==> src/rtl/aes_ctr_pkg.sv <==
// Shared types and constants for the AES-192 CTR sequencer.
package aes_ctr_pkg;

  localparam int BLK_W = 128;
  localparam int KEY_W = 192;
  localparam logic [7:0] TIMEOUT_LIM = 8'd255;

  typedef enum logic [2:0] {
    IDLE  = 3'd0,
    START = 3'd1,
    ARM   = 3'd2,
    WAIT  = 3'd3,
    HOLD  = 3'd4
  } state_t;

endpackage

==> src/rtl/aes_ctr_inc32.sv <==
// Counter-block increment: the low CNT_W bits count modulo 2^CNT_W, upper bits pass through.
module aes_ctr_inc32
  import aes_ctr_pkg::*;
#(
  parameter int CNT_W = 32
) (
  input  logic [BLK_W-1:0] cnt,
  output logic [BLK_W-1:0] cnt_next,
  output logic             wrap
);

  logic [CNT_W-1:0] low_next;

  assign low_next = cnt[CNT_W-1:0] + {{(CNT_W-1){1'b0}}, 1'b1};
  assign wrap     = &cnt[CNT_W-1:0];
  assign cnt_next = {cnt[BLK_W-1:CNT_W], low_next};

endmodule

==> src/rtl/aes_ctr_seq_192.sv <==
// AES-192 CTR-mode block sequencer driving an external aes_192 core.
// Optional WAIT watchdog enabled by defining AES_CTR_TIMEOUT_EN.
module aes_ctr_seq_192
  import aes_ctr_pkg::*;
#(
  parameter int CNT_W = 32
) (
  input  logic             wb_clk_i,
  input  logic             wb_rst_i,
  input  logic [KEY_W-1:0] cfg_key_i,
  input  logic [BLK_W-1:0] cfg_iv_i,
  input  logic             load_i,
  input  logic             in_valid_i,
  output logic             in_ready_o,
  input  logic [BLK_W-1:0] in_data_i,
  output logic             out_valid_o,
  input  logic             out_ready_i,
  output logic [BLK_W-1:0] out_data_o,
  output logic             core_start_o,
  output logic [BLK_W-1:0] core_state_o,
  output logic [KEY_W-1:0] core_key_o,
  input  logic [BLK_W-1:0] core_out_i,
  input  logic             core_valid_i,
  output logic             busy_o,
  output logic             wrap_o,
  output logic             err_o,
  output logic [31:0]      blk_cnt_o
);

  state_t           state, state_nxt;
  logic [BLK_W-1:0] counter, counter_inc, data_lat, out_data;
  logic [31:0]      blk_cnt;
  logic             inc_wrap, out_valid, wrap;
  logic             do_load, accept, core_done, release_out, timeout;

  aes_ctr_inc32 #(.CNT_W(CNT_W)) u_inc (
    .cnt      (counter),
    .cnt_next (counter_inc),
    .wrap     (inc_wrap)
  );

  // load has priority over a simultaneous input offer
  assign do_load     = (state == IDLE) && load_i;
  assign in_ready_o  = (state == IDLE) && !load_i;
  assign accept      = in_ready_o && in_valid_i;
  assign core_done   = (state == WAIT) && core_valid_i;
  assign release_out = (state == HOLD) && out_ready_i;

  assign core_start_o = (state == START);
  assign core_state_o = counter;
  assign core_key_o   = cfg_key_i;
  assign busy_o       = (state != IDLE);
  assign out_valid_o  = out_valid;
  assign out_data_o   = out_data;
  assign wrap_o       = wrap;
  assign blk_cnt_o    = blk_cnt;

`ifdef AES_CTR_TIMEOUT_EN
  logic [7:0] wdog;
  logic       err;

  assign timeout = (state == WAIT) && !core_valid_i && (wdog == (TIMEOUT_LIM - 8'd1));
  assign err_o   = err;

  always_ff @(posedge wb_clk_i or posedge wb_rst_i) begin
    if (wb_rst_i) begin
      wdog <= 8'd0;
      err  <= 1'b0;
    end else begin
      if ((state == WAIT) && !core_valid_i) wdog <= wdog + 8'd1;
      else                                  wdog <= 8'd0;
      if (do_load)      err <= 1'b0;
      else if (timeout) err <= 1'b1;
      else              err <= err;
    end
  end
`else
  assign timeout = 1'b0;
  assign err_o   = 1'b0;
`endif

  always_ff @(posedge wb_clk_i or posedge wb_rst_i) begin
    if (wb_rst_i) state <= IDLE;
    else          state <= state_nxt;
  end

  always_comb begin
    state_nxt = state;
    case (state)
      IDLE:  if (accept) state_nxt = START; else state_nxt = IDLE;
      START: state_nxt = ARM;
      ARM:   state_nxt = WAIT;
      WAIT: begin
        if (core_valid_i) state_nxt = HOLD;
        else if (timeout) state_nxt = IDLE;
        else              state_nxt = WAIT;
      end
      HOLD:  if (out_ready_i) state_nxt = IDLE; else state_nxt = HOLD;
      default: state_nxt = IDLE;
    endcase
  end

  always_ff @(posedge wb_clk_i or posedge wb_rst_i) begin
    if (wb_rst_i) begin
      counter   <= {BLK_W{1'b0}};
      data_lat  <= {BLK_W{1'b0}};
      out_data  <= {BLK_W{1'b0}};
      out_valid <= 1'b0;
      wrap      <= 1'b0;
      blk_cnt   <= 32'd0;
    end else begin
      if (do_load) begin
        counter <= cfg_iv_i;
        wrap    <= 1'b0;
        blk_cnt <= 32'd0;
      end else if (core_done) begin
        counter <= counter_inc;
        if (inc_wrap) wrap <= 1'b1;
      end else if (release_out) begin
        blk_cnt <= blk_cnt + 32'd1;
      end
      if (accept) data_lat <= in_data_i;
      if (core_done) begin
        out_data  <= data_lat ^ core_out_i;
        out_valid <= 1'b1;
      end else if (release_out) begin
        out_valid <= 1'b0;
      end
    end
  end

endmodule

==> config.mk <==
export PLATFORM = sky130hd
export DESIGN_NAME = aes_ctr_seq_192
export DESIGN_NICKNAME = d
export VERILOG_FILES = /design/src/rtl/aes_ctr_pkg.sv /design/src/rtl/aes_ctr_inc32.sv /design/src/rtl/aes_ctr_seq_192.sv
export SDC_FILE = /design/constraint.sdc
export NUM_CORES = 1
export LEC_CHECK = 0
export CAP_MARGIN = 25
export CORE_AREA = 5 5 411 413
export CTS_CLUSTER_DIAMETER = 80
export DETAILED_ROUTE_END_ITERATION = 8
export DIE_AREA = 0 0 416 418
export GPL_TIMING_DRIVEN = 0
export PLACE_DENSITY = 0.34
export REMOVE_ABC_BUFFERS = 1
export SYNTH_ARGS = -nofsm -noshare
export SYNTH_HDL_FRONTEND = slang
export SYNTH_HIERARCHICAL = 1
export SYNTH_SLANG_ARGS = --single-unit
==> constraint.sdc <==
create_clock -name wb_clk_i -period 15.55 [get_ports wb_clk_i]
set_input_delay 3.11 -clock wb_clk_i [delete_from_list [all_inputs] [get_ports wb_clk_i]]
set_output_delay 3.11 -clock wb_clk_i [all_outputs]
set_load 0.05 [all_outputs]
==> flow_metrics.tcl <==
set metrics [dict create \
    status "completed" \
    place_hpwl_um 122900 \
    numPortBuffers 682 \
    layoutNonFillerInstCount 4618 \
    timing.rr.end "core_state_o[55]" \
    ctsRootBufferMaster "clkbuf_16" \
    synth_edf_count 0 \
    die_x_um 416 \
    ctsLongestPathBuffers 3 \
    p_leak_nw 12.11 \
    synthesis.area_um2 20340 \
    avgSynthCellArea_um2 10.38 \
    core_area_um2 164400 \
    synth_async_sr_flop_share_pct 100.0 \
    path_class "input pin to output port" \
    syn-instance-count 1959 \
    crit_arrival_ns 4.65 \
    holdPathStages 2 \
    pwr-share-seq_pct 28.7 \
    fin_crit_sh_pct 49.92 \
    seq_area_frac_synth_pct 51.79 \
    ys_ff_latch 421 \
    final_max_slew_viol_count 0 \
    timing.fmax_mhz 128.8 \
    wl_per_cell_um 33.97 \
    cp-end-kind "output port" \
    r2r_start "state[1]" \
    synth_warnings 6 \
    gp_congestion 0.7636 \
    drt_iter0_drc 1147 \
    numClockSinks 421 \
    antenna_found_initial 24 \
    power_frac_comb_pct 47.8 \
    p_sw_share_pct 45.37 \
    fin_skew_ns 0.02266 \
    die_h_um 418 \
    dr_total_vias 16620 \
    hold-worst-slack_ns 0.4784 \
    worstPathRequired_ns 12.44 \
    r2r_slack_ns 12.39 \
    rsz0062_at_grt "no" \
    syn2layout_area_growth_pct 49.49 \
    power.internal_mw 3.775 \
    ant_nets 0 \
    maxSlewHeadroom_pct 32.14 \
    whs_endpoint "out_valid_o" \
    irDropWorstVdd_v 0.00009252 \
    yosysUniqueCellTypes 50 \
    grtUsageTotal_pct 17.41 \
    fin_util_pct 18.50 \
    setup_viol 0 \
    fin_crit_ns 7.762 \
    cts_buffers 68 \
    grt_pass1_vias 16570 \
    drv_cap 0 \
    placementRows 149 \
    final_nets 2950 \
    powerDensity_nw_per_um2 227.2 \
    htree_levels 3 \
    die_area_um2 173900 \
    insertion_delay_ns 0.64 \
    tightestPinTransition_ns 1.015 \
    fill_cells 18180 \
    cts_tree "done" \
    num_io_pins 1068 \
    hp-start "out_valid_o" \
    ys.flop_type "dfrtp_1" \
    grt.overflow.total 0 \
    layout-drive-gt1-share_pct 12.27 \
    start_util_pct 12.37 \
    rr_worst_depth 12 \
    clkPwrFrac_pct 23.5 \
    place_inst 4485 \
    firstDrtPassIters 7 \
    grt_first_pass_wirelength_um 196500 \
    hold_buffers 0 \
    clk_pin_slew_worst_paths_ns 0.05 \
    grt_start_max_net_pins 101 \
    drc_errors 0 \
    critPathLaunchType "input pin" \
    crit_path_max_fanout 3 \
    viasPerCell 3.599 \
    cts_setup_buffers 0 \
    wirelength_um 156900 \
    power.net_switching_mw 3.135 \
    hold_violations 0 \
    hp-class "flip-flop to flip-flop" \
    cts_resized 0 \
]
-- how the worst max path moves through the flow --
stage	startpoint	endpoint	slack [ns]	depth (start not counted)
global route	load_i	in_ready_o	7.73	3
finish	load_i	in_ready_o	7.79	3
global placement	load_i	core_state_o[18]	-80.88	5
CTS	load_i	in_ready_o	7.78	3
floorplan	load_i	core_state_o[0]	-12.22	4
detailed placement	load_i	in_ready_o	7.78	3
-- registers in the layout (all words and copies together) (netlist names) --
register and cells:
state 3, core_state_o 128, data_lat 128, out_valid_o 1, wrap_o 1, blk_cnt_o 32
out_data_o 128
-- area by class of cell --
cell class	instances	area, um^2	area share [%]
tap	2189	2739	9.006
inverter	9	41.29	0.1358
sequential	421	10540	34.64
clock buffer	103	2037	6.698
clock inverter	21	311.5	1.024
timing repair buffer	725	7492	24.64
antenna	9	22.52	0.07406
multi-input combinational	1141	7233	23.78
-- power by group through the flow --
| stage | Sequential [mW] | Clock, mW | Combinational, mW |
|---|---|---|---|
| floorplan | 3.02 | 0 | 1.00 |
| detailed placement | 2.00 | 0 | 3.36 |
| global route | 2.06 | 1.73 | 3.52 |
| finish | 1.99 | 1.62 | 3.30 |
| CTS | 1.99 | 1.69 | 3.37 |
| global placement | 2.01 | 0 | 3.61 |
-- cells in the mapped netlist, types with 8 or more instances --
cell type	instances	area share, %
dfrtp_1	421	52
nand2_1	293	5.4
buf_4	290	11
xnor2_1	156	6.7
nor2_1	151	2.8
a21oi_1	134	3.3
mux2_2	129	7.1
a22oi_1	128	4.7
clkbuf_1	77	1.4
nand3_1	26	0.64
nand4_1	18	0.55
buf_2	17	0.42
mux2i_1	10	0.49
and3_1	9	0.28
inv_1	9	0.17
nor4_1	8	0.25
xor2_1	8	0.34
-- logic make-up (layout without fill, tap and decap cells) --
group / Yosys count / count (layout) / synth area share (%)
compound gates: 287 / 287 / 8.906
xor+xnor: 164 / 164 / 7.061
other cells: 1 / 10 / 0.01843
mux: 139 / 139 / 7.633
fa+ha+maj: 2 / 2 / 0.1230
simple gates: 548 / 548 / 11.69
flops: 421 / 421 / 51.79
buf+inv: 397 / 858 / 12.78
-- worst max-delay path: stages --
cell and delay [ns]:
clkdlybuf4s50_1 0.43, nor2_1 0.25, clkdlybuf4s50_1 0.86
-- metal layers --
metal | share of wire, % | wire length, um | GRT usage [%]
met1 | 39 | 61170 | 19.50
met2 | 38 | 59840 | 22.85
met3 | 20 | 30590 | 17.02
met4 | 1.7 | 2634 | 2.894
met5 | 1.7 | 2619 | 10.01
-- through the flow --
step	total power, mW	setup slack (ns)	setup TNS [ns]	area [um^2]
6_report	6.909	7.788	0	30410
5_1_grt	7.316	7.733	0	30390
4_1_cts	7.054	7.777	0	30390
3_5_place_dp	5.365	7.782	0	28040
3_3_place_gp	5.620	-80.88	-	27340
2_1_floorplan	4.026	-12.22	-1563.84	17780
-- cell usage in the layout, fill, tap and decap left out, types with 7 or more instances in the layout --
cell type,n
mux2i_1,10
buf_4,20
clkbuf_8,14
nand4_1,18
clkbuf_1,18
clkdlybuf4s50_1,682
buf_16,14
nor4_1,8
inv_1,8
a21oi_1,134
nand2_1,292
dfrtp_1,421
and3_1,9
a22oi_1,128
xor2_1,8
mux2_2,129
diode_2,9
nor2_1,150
clkbuf_16,71
o31ai_1,7
nand3_1,26
xnor2_1,156
(Power assumes the default switching activity.)
